### src/rtl/lcd_blit_ctrl.sv
// Blits AHB-resident images into an LCD write FIFO, one row window per line.
// Define LCD_BLIT_HRESP_EN to abort an image on an AHB error response (adds err).
module lcd_blit_ctrl #(
  parameter int unsigned COORD_W   = 9,
  parameter logic [7:0]  X_CMD     = 8'h2A,
  parameter logic [7:0]  Y_CMD     = 8'h2B,
  parameter logic [7:0]  RAMWR_CMD = 8'h2C
) (
  input  logic        clk,
  input  logic        rst_n,
  input  logic [31:0] cmd_rdata,
  input  logic        rempty,
  output logic        rinc,
  input  logic        wfull,
  output logic        winc,
  output logic [15:0] wdata,
  output logic        ID,
  output logic [31:0] HADDR,
  output logic [1:0]  HTRANS,
  output logic [2:0]  HSIZE,
  input  logic [31:0] HRDATA,
  input  logic        HREADY,
  input  logic        HRESP,
  input  logic        init_end,
  output logic        init_mode,
  output logic        busy,
  output logic        done
`ifdef LCD_BLIT_HRESP_EN
  ,
  output logic        err
`endif
);

  typedef enum logic [3:0] {
    IDLE, SIZE, ADDR,
    XCMD, XHI, XLO,
    YCMD, YHI, YLO,
    RAMWR, PADDR, PDATA,
    INIT
  } state_t;

  localparam logic [COORD_W-1:0] ONE = COORD_W'(1);

  state_t state, state_n;

  logic [COORD_W-1:0] x0, y0;
  logic [COORD_W-1:0] wid, hgt;
  logic [COORD_W-1:0] row, col;
  logic [31:0]        addr;

  logic [COORD_W-1:0] yr;
  logic [15:0]        x16, y16;
  logic               last_col, last_row;
  logic               pix_ok;

  assign HSIZE    = 3'b001;
  assign yr       = y0 + row;
  assign x16      = 16'(x0);
  assign y16      = 16'(yr);
  assign last_col = (col == wid - ONE);
  assign last_row = (row == hgt - ONE);

`ifdef LCD_BLIT_HRESP_EN
  logic err_hit;
`else
  logic unused_hresp;
  assign unused_hresp = HRESP;
`endif

  always_ff @(posedge clk) begin
    if (!rst_n) begin
      state <= IDLE;
    end else begin
      state <= state_n;
    end
  end

  always_ff @(posedge clk) begin
    if (!rst_n) begin
      x0   <= '0;
      y0   <= '0;
      wid  <= '0;
      hgt  <= '0;
      row  <= '0;
      col  <= '0;
      addr <= '0;
    end else begin
      if (state == IDLE && rinc) begin
        x0 <= cmd_rdata[COORD_W-1:0];
        y0 <= cmd_rdata[16 +: COORD_W];
      end
      if (state == SIZE && rinc) begin
        wid <= cmd_rdata[COORD_W-1:0];
        hgt <= cmd_rdata[16 +: COORD_W];
      end
      if (state == ADDR && rinc) begin
        addr <= cmd_rdata;
        row  <= '0;
        col  <= '0;
      end
      if (pix_ok) begin
        addr <= addr + 32'd2;
        if (last_col) begin
          col <= '0;
          row <= row + ONE;
        end else begin
          col <= col + ONE;
        end
      end
    end
  end

`ifdef LCD_BLIT_HRESP_EN
  always_ff @(posedge clk) begin
    if (!rst_n) begin
      err <= 1'b0;
    end else if (err_hit) begin
      err <= 1'b1;
    end else if (state == IDLE && rinc) begin
      err <= 1'b0;
    end
  end
`endif

  always_comb begin
    state_n   = state;
    rinc      = 1'b0;
    winc      = 1'b0;
    wdata     = '0;
    ID        = 1'b0;
    HTRANS    = 2'b00;
    HADDR     = '0;
    done      = 1'b0;
    pix_ok    = 1'b0;
    busy      = (state != IDLE);
    init_mode = (state == INIT);
`ifdef LCD_BLIT_HRESP_EN
    err_hit   = 1'b0;
`endif
    unique case (state)
      IDLE: begin
        if (!rempty) begin
          rinc    = 1'b1;
          state_n = cmd_rdata[31] ? INIT : SIZE;
        end
      end
      SIZE: begin
        if (!rempty) begin
          rinc    = 1'b1;
          state_n = ADDR;
        end
      end
      ADDR: begin
        if (!rempty) begin
          rinc = 1'b1;
          if (wid == '0 || hgt == '0) begin
            done    = 1'b1;
            state_n = IDLE;
          end else begin
            state_n = XCMD;
          end
        end
      end
      XCMD: begin
        if (!wfull) begin
          winc    = 1'b1;
          wdata   = {8'h00, X_CMD};
          state_n = XHI;
        end
      end
      XHI: begin
        if (!wfull) begin
          winc    = 1'b1;
          ID      = 1'b1;
          wdata   = {8'h00, x16[15:8]};
          state_n = XLO;
        end
      end
      XLO: begin
        if (!wfull) begin
          winc    = 1'b1;
          ID      = 1'b1;
          wdata   = {8'h00, x16[7:0]};
          state_n = YCMD;
        end
      end
      YCMD: begin
        if (!wfull) begin
          winc    = 1'b1;
          wdata   = {8'h00, Y_CMD};
          state_n = YHI;
        end
      end
      YHI: begin
        if (!wfull) begin
          winc    = 1'b1;
          ID      = 1'b1;
          wdata   = {8'h00, y16[15:8]};
          state_n = YLO;
        end
      end
      YLO: begin
        if (!wfull) begin
          winc    = 1'b1;
          ID      = 1'b1;
          wdata   = {8'h00, y16[7:0]};
          state_n = RAMWR;
        end
      end
      RAMWR: begin
        if (!wfull) begin
          winc    = 1'b1;
          wdata   = {8'h00, RAMWR_CMD};
          state_n = PADDR;
        end
      end
      // FIFO room is reserved here so the data phase can push blindly
      PADDR: begin
        if (!wfull) begin
          HTRANS = 2'b10;
          HADDR  = addr;
          if (HREADY) begin
            state_n = PDATA;
          end
        end
      end
      PDATA: begin
        if (HREADY) begin
`ifdef LCD_BLIT_HRESP_EN
          if (HRESP) begin
            err_hit = 1'b1;
            done    = 1'b1;
            state_n = IDLE;
          end else
`endif
          begin
            winc   = 1'b1;
            ID     = 1'b1;
            wdata  = addr[1] ? HRDATA[31:16] : HRDATA[15:0];
            pix_ok = 1'b1;
            if (!last_col) begin
              state_n = PADDR;
            end else if (last_row) begin
              done    = 1'b1;
              state_n = IDLE;
            end else begin
              state_n = XCMD;
            end
          end
        end
      end
      INIT: begin
        if (init_end) begin
          state_n = IDLE;
        end
      end
      default: state_n = IDLE;
    endcase
    if (!rst_n) begin
      rinc      = 1'b0;
      winc      = 1'b0;
      wdata     = '0;
      ID        = 1'b0;
      HTRANS    = 2'b00;
      HADDR     = '0;
      done      = 1'b0;
      busy      = 1'b0;
      init_mode = 1'b0;
      pix_ok    = 1'b0;
`ifdef LCD_BLIT_HRESP_EN
      err_hit   = 1'b0;
`endif
    end
  end

endmodule

### config.mk
export PLATFORM = sky130hd
export DESIGN_NAME = lcd_blit_ctrl
export DESIGN_NICKNAME = d
export VERILOG_FILES = /design/src/rtl/lcd_blit_ctrl.sv
export SDC_FILE = /design/constraint.sdc
export NUM_CORES = 1
export LEC_CHECK = 0
export ABC_AREA = 1
export CAP_MARGIN = 40
export CORE_MARGIN = 5
export CORE_UTILIZATION = 47
export DETAILED_ROUTE_END_ITERATION = 6
export GPL_ROUTABILITY_DRIVEN = 0
export PLACE_DENSITY = 0.74
export SYNTH_ARGS = -nofsm -noshare
export SYNTH_HDL_FRONTEND = slang
export SYNTH_SLANG_ARGS = --single-unit
export TNS_END_PERCENT = 10
### constraint.sdc
create_clock -name clk -period 4.6 [get_ports clk]
set_input_delay 0.92 -clock clk [delete_from_list [all_inputs] [get_ports clk]]
set_output_delay 0.92 -clock clk [all_outputs]
set_load 0.05 [all_outputs]
==> impl_metrics.xml <==
<?xml version="1.0" encoding="UTF-8"?>
<metrics>
  <group name="run_status">
    <metric name="status" unit="">complete, no violations</metric>
  </group>
  <group name="synth">
    <metric name="yosysWarnings" unit="">0</metric>
    <metric name="ys_top_cells_by_count" unit="">239 x sky130_fd_sc_hd__nand2_1, 125 x sky130_fd_sc_hd__inv_1, 92 x sky130_fd_sc_hd__nor2_1</metric>
    <metric name="synth_area" unit="um^2">6170</metric>
    <metric name="synth_top_area_share" unit="">0.292</metric>
    <metric name="synth_enable_flop_cells" unit="">0</metric>
    <metric name="synth.lib_cells_used.distinct" unit="">51</metric>
    <metric name="postSynthRegisterBits" unit="">90</metric>
    <metric name="dominant_register_cell_in_the_synthesized_netlist" unit="">sky130_fd_sc_hd__dfxtp_1</metric>
    <metric name="synth_top_cell_by_area" unit="">sky130_fd_sc_hd__dfxtp_1</metric>
    <metric name="synth.most_common_cell" unit="">sky130_fd_sc_hd__nand2_1</metric>
    <metric name="syn_area_per_cell" unit="um^2">6.31</metric>
    <metric name="ys_seq_area_frac" unit="">0.292</metric>
    <metric name="netlist_instances" unit="">978</metric>
    <metric name="netlist_top_cells_area" unit="">sky130_fd_sc_hd__dfxtp_1 29%, sky130_fd_sc_hd__nand2_1 15%, sky130_fd_sc_hd__inv_1 7.6%, sky130_fd_sc_hd__a21oi_1 6.8%, sky130_fd_sc_hd__nor2_1 5.6%</metric>
    <metric name="ys_async_sr_fraction" unit="">0</metric>
  </group>
  <group name="worst_setup_path">
    <metric name="path_class" unit="">reg2out</metric>
    <metric name="critical_path.max_stage_delay" unit="ns">0.87</metric>
    <metric name="critPathArrivalTime" unit="ns">2.87</metric>
    <metric name="critical_path_peak_fanout" unit="">21</metric>
    <metric name="worstSetupStartpointType" unit="">flip-flop</metric>
    <metric name="worst_setup_path_end_kind" unit="">output pin</metric>
    <metric name="crit_chain" unit="">clkinv_1 -&gt; nand2_1 -&gt; a21oi_1 -&gt; a2111oi_0 -&gt; nor2_1 -&gt; buf_12</metric>
    <metric name="cp_max_delay_cell" unit="">sky130_fd_sc_hd__dfxtp_1</metric>
    <metric name="required" unit="ns">3.68</metric>
  </group>
  <group name="timing">
    <metric name="worst_slew_slack_as_a_fraction_of_its_limit" unit="">0.442</metric>
    <metric name="period_share" unit="">0.823</metric>
    <metric name="setup-tns-final" unit="ns">0</metric>
    <metric name="finalSetupViolCount" unit="">0</metric>
    <metric name="maximum_clock_frequency" unit="MHz">264</metric>
    <metric name="finalWorstPathRequiredPeriod" unit="ns">3.79</metric>
    <metric name="timing.clock.skew" unit="ns">0.00743</metric>
    <metric name="worst_slew_pin_slew" unit="ns">0.836</metric>
    <metric name="final-max-slew-violation-count" unit="">0</metric>
    <metric name="post-route-worst-setup-slack" unit="ns">0.815</metric>
    <metric name="rsz_0062_raised_after_global_routing" unit="">no</metric>
    <metric name="finalHoldViolations" unit="">0</metric>
  </group>
  <group name="die">
    <metric name="dieArea" unit="um^2">15500</metric>
    <metric name="die_height" unit="um">125</metric>
    <metric name="fp-row-count" unit="">41</metric>
    <metric name="floorplan.io_pins" unit="">130</metric>
    <metric name="coreArea" unit="um^2">12800</metric>
    <metric name="floorplan.die.width" unit="um">125</metric>
    <metric name="start_util" unit="">0.483</metric>
  </group>
  <group name="cts">
    <metric name="htreeDepth" unit="">3</metric>
    <metric name="clk_path_buf_depth" unit="">2</metric>
    <metric name="post_cts.repair.setup_buffers" unit="">0</metric>
    <metric name="cts_inserted_buffers" unit="">9</metric>
    <metric name="postCtsHoldBufs" unit="">0</metric>
    <metric name="tritoncts_num_sinks" unit="">90</metric>
    <metric name="post_cts_resized" unit="">0</metric>
    <metric name="path_clk_slew" unit="ns">0.07</metric>
    <metric name="clock_tree.root_cell" unit="">sky130_fd_sc_hd__clkbuf_16</metric>
    <metric name="worstSkewPairLatency" unit="ns">0.35</metric>
    <metric name="clock_tree_from_tritoncts" unit="">done</metric>
  </group>
  <group name="placement">
    <metric name="pre_cts_ws" unit="ns">0.891</metric>
    <metric name="port_buffers" unit="">124</metric>
    <metric name="detailed_place_hpwl" unit="mm">14.8</metric>
  </group>
  <group name="route">
    <metric name="drt_wl_total" unit="mm">19.4</metric>
    <metric name="avgViaCountPerCell" unit="">5.36</metric>
    <metric name="dr_total_vias" unit="">6761</metric>
    <metric name="detailedRoute.firstPassIterationCount" unit="">5</metric>
    <metric name="drt.antenna.violating_nets" unit="">0</metric>
    <metric name="drtIter0Drc" unit="">550</metric>
    <metric name="post_drt_wl_per_cell" unit="um">15.3</metric>
    <metric name="post-route-drc-count" unit="">0</metric>
  </group>
  <group name="run">
    <metric name="cap_viol_max_count" unit="">0</metric>
  </group>
  <group name="power">
    <metric name="static_power_due_to_leakage" unit="nW">3.37</metric>
    <metric name="irDropWorstVdd" unit="mV">0.237</metric>
    <metric name="finalPower" unit="mW">2.66</metric>
    <metric name="power_density" unit="nW/um^2">318</metric>
  </group>
  <group name="global_route">
    <metric name="grt_pass1_wl" unit="mm">31.6</metric>
    <metric name="global_route_congestion_overflow_total" unit="">0</metric>
    <metric name="grt_pass1_vias" unit="">6464</metric>
    <metric name="maximum_number_of_pins_on_one_net_before_global_route_repair" unit="">41</metric>
    <metric name="grt_antenna_before_repair" unit="">0</metric>
    <metric name="gr-usage-all-layers" unit="">0.246</metric>
  </group>
  <group name="layout">
    <metric name="fill_cells" unit="">1117</metric>
    <metric name="final_layout_size_suffix_gt1_frac" unit="">0.110</metric>
    <metric name="multi_input_area" unit="um^2">3680</metric>
    <metric name="ff_latch_area" unit="um^2">1800</metric>
    <metric name="antenna_cells" unit="">0</metric>
    <metric name="layout_overhead_on_the_synthesized_area" unit="%">35.7</metric>
    <metric name="layout.nets" unit="">1170</metric>
  </group>
  <group name="min_path">
    <metric name="hold_path.class" unit="">reg2reg</metric>
  </group>
</metrics>
==> where the power goes <==
group          internal (mW)  switching [mW]
Combinational          0.332           0.581
Sequential             0.852          0.0718
Clock                  0.492           0.334
==> metrics by stage <==
stage,hold slack (ns),instance area [um^2],util,instances
CTS,0.458,8380,0.656,1262
finish,0.460,8380,0.656,1262
floorplan,0.430,6180,-,980
global route,0.494,8380,0.656,1262
global placement,0.444,8030,0.629,1245
detailed placement,0.450,8050,0.630,1246
==> placed cells by master, fill, tap and decap left out, types with 2 or more instances in the layout <==
cell type and count:
sky130_fd_sc_hd__a2111oi_0 2, sky130_fd_sc_hd__a21oi_1 84, sky130_fd_sc_hd__a22oi_1 10, sky130_fd_sc_hd__a31oi_1 5, sky130_fd_sc_hd__a32oi_1 2, sky130_fd_sc_hd__buf_12 54
sky130_fd_sc_hd__buf_4 6, sky130_fd_sc_hd__bufinv_16 2, sky130_fd_sc_hd__clkbuf_16 9, sky130_fd_sc_hd__clkdlybuf4s50_1 69, sky130_fd_sc_hd__clkinv_1 2, sky130_fd_sc_hd__clkinv_2 2
sky130_fd_sc_hd__clkinv_4 3, sky130_fd_sc_hd__conb_1 4, sky130_fd_sc_hd__dfxtp_1 90, sky130_fd_sc_hd__ha_1 13, sky130_fd_sc_hd__inv_1 125, sky130_fd_sc_hd__inv_2 6
sky130_fd_sc_hd__nand2_1 239, sky130_fd_sc_hd__nand2_2 6, sky130_fd_sc_hd__nand2_4 5, sky130_fd_sc_hd__nand3_1 64, sky130_fd_sc_hd__nand3_2 2, sky130_fd_sc_hd__nand4_1 11
sky130_fd_sc_hd__nor2_1 92, sky130_fd_sc_hd__nor2_2 9, sky130_fd_sc_hd__nor2_4 3, sky130_fd_sc_hd__nor3_1 22, sky130_fd_sc_hd__nor3_2 3, sky130_fd_sc_hd__o211ai_1 10
sky130_fd_sc_hd__o21ai_0 65, sky130_fd_sc_hd__o21ai_1 4, sky130_fd_sc_hd__o21ai_2 3, sky130_fd_sc_hd__o22ai_1 10, sky130_fd_sc_hd__o311ai_0 4, sky130_fd_sc_hd__xnor2_1 2
sky130_fd_sc_hd__xor2_1 31
==> critical path: cells and delay by family, from the launching register on <==
family | cells | cell delay (ns)
flops | 1 | 0.87
buf+inv | 2 | 0.91
compound gates | 2 | 0.40
simple gates | 2 | 0.33
==> path summary, 6_finish.rpt <==
check	from	end	slack, ns	depth (start not counted)
min reg2reg	addr[0]	addr[0]	0.46	2
max	addr[1]	wdata[2]	0.81	6
max reg2reg	addr[1]	addr[29]	1.90	10
min	addr[0]	addr[0]	0.46	2
==> layout make-up <==
class | instances | share of cell area
sequential | 90 | 0.215
timing repair buffer | 130 | 0.219
multi-input combinational | 718 | 0.439
clock inverter | 6 | 0.0108
tap | 172 | 0.0257
inverter | 136 | 0.0623
clock buffer | 10 | 0.0285
==> metal layers <==
layer | vias up | track usage | routed length [um]
li1 | 3399 | - | -
met1 | 3069 | 0.313 | 8350
met2 | 261 | 0.400 | 8930
met3 | 32 | 0.0622 | 1600
met4 | 0 | 0.0916 | 468
met5 | - | 0 | 0
==> logic make-up (layout without fill, tap and decap cells) <==
group	count (synthesis)	in the layout	share of synthesized area
other	2	4	0.00122
buffers and inverters	172	282	0.114
AND/OR/NAND/NOR	461	461	0.327
XOR/XNOR	33	33	0.0468
flip-flops	90	90	0.292
AO/OA/AOI/OAI	206	206	0.190
adder cells (fa/ha/maj)	14	14	0.0296
==> registers in the layout (all words and copies together), names as in the netlist <==
register / count
addr: 32
col: 9
hgt: 9
row: 9
wid: 9
x0: 9
y0: 9
state: 4
(Power assumes the default switching activity.)
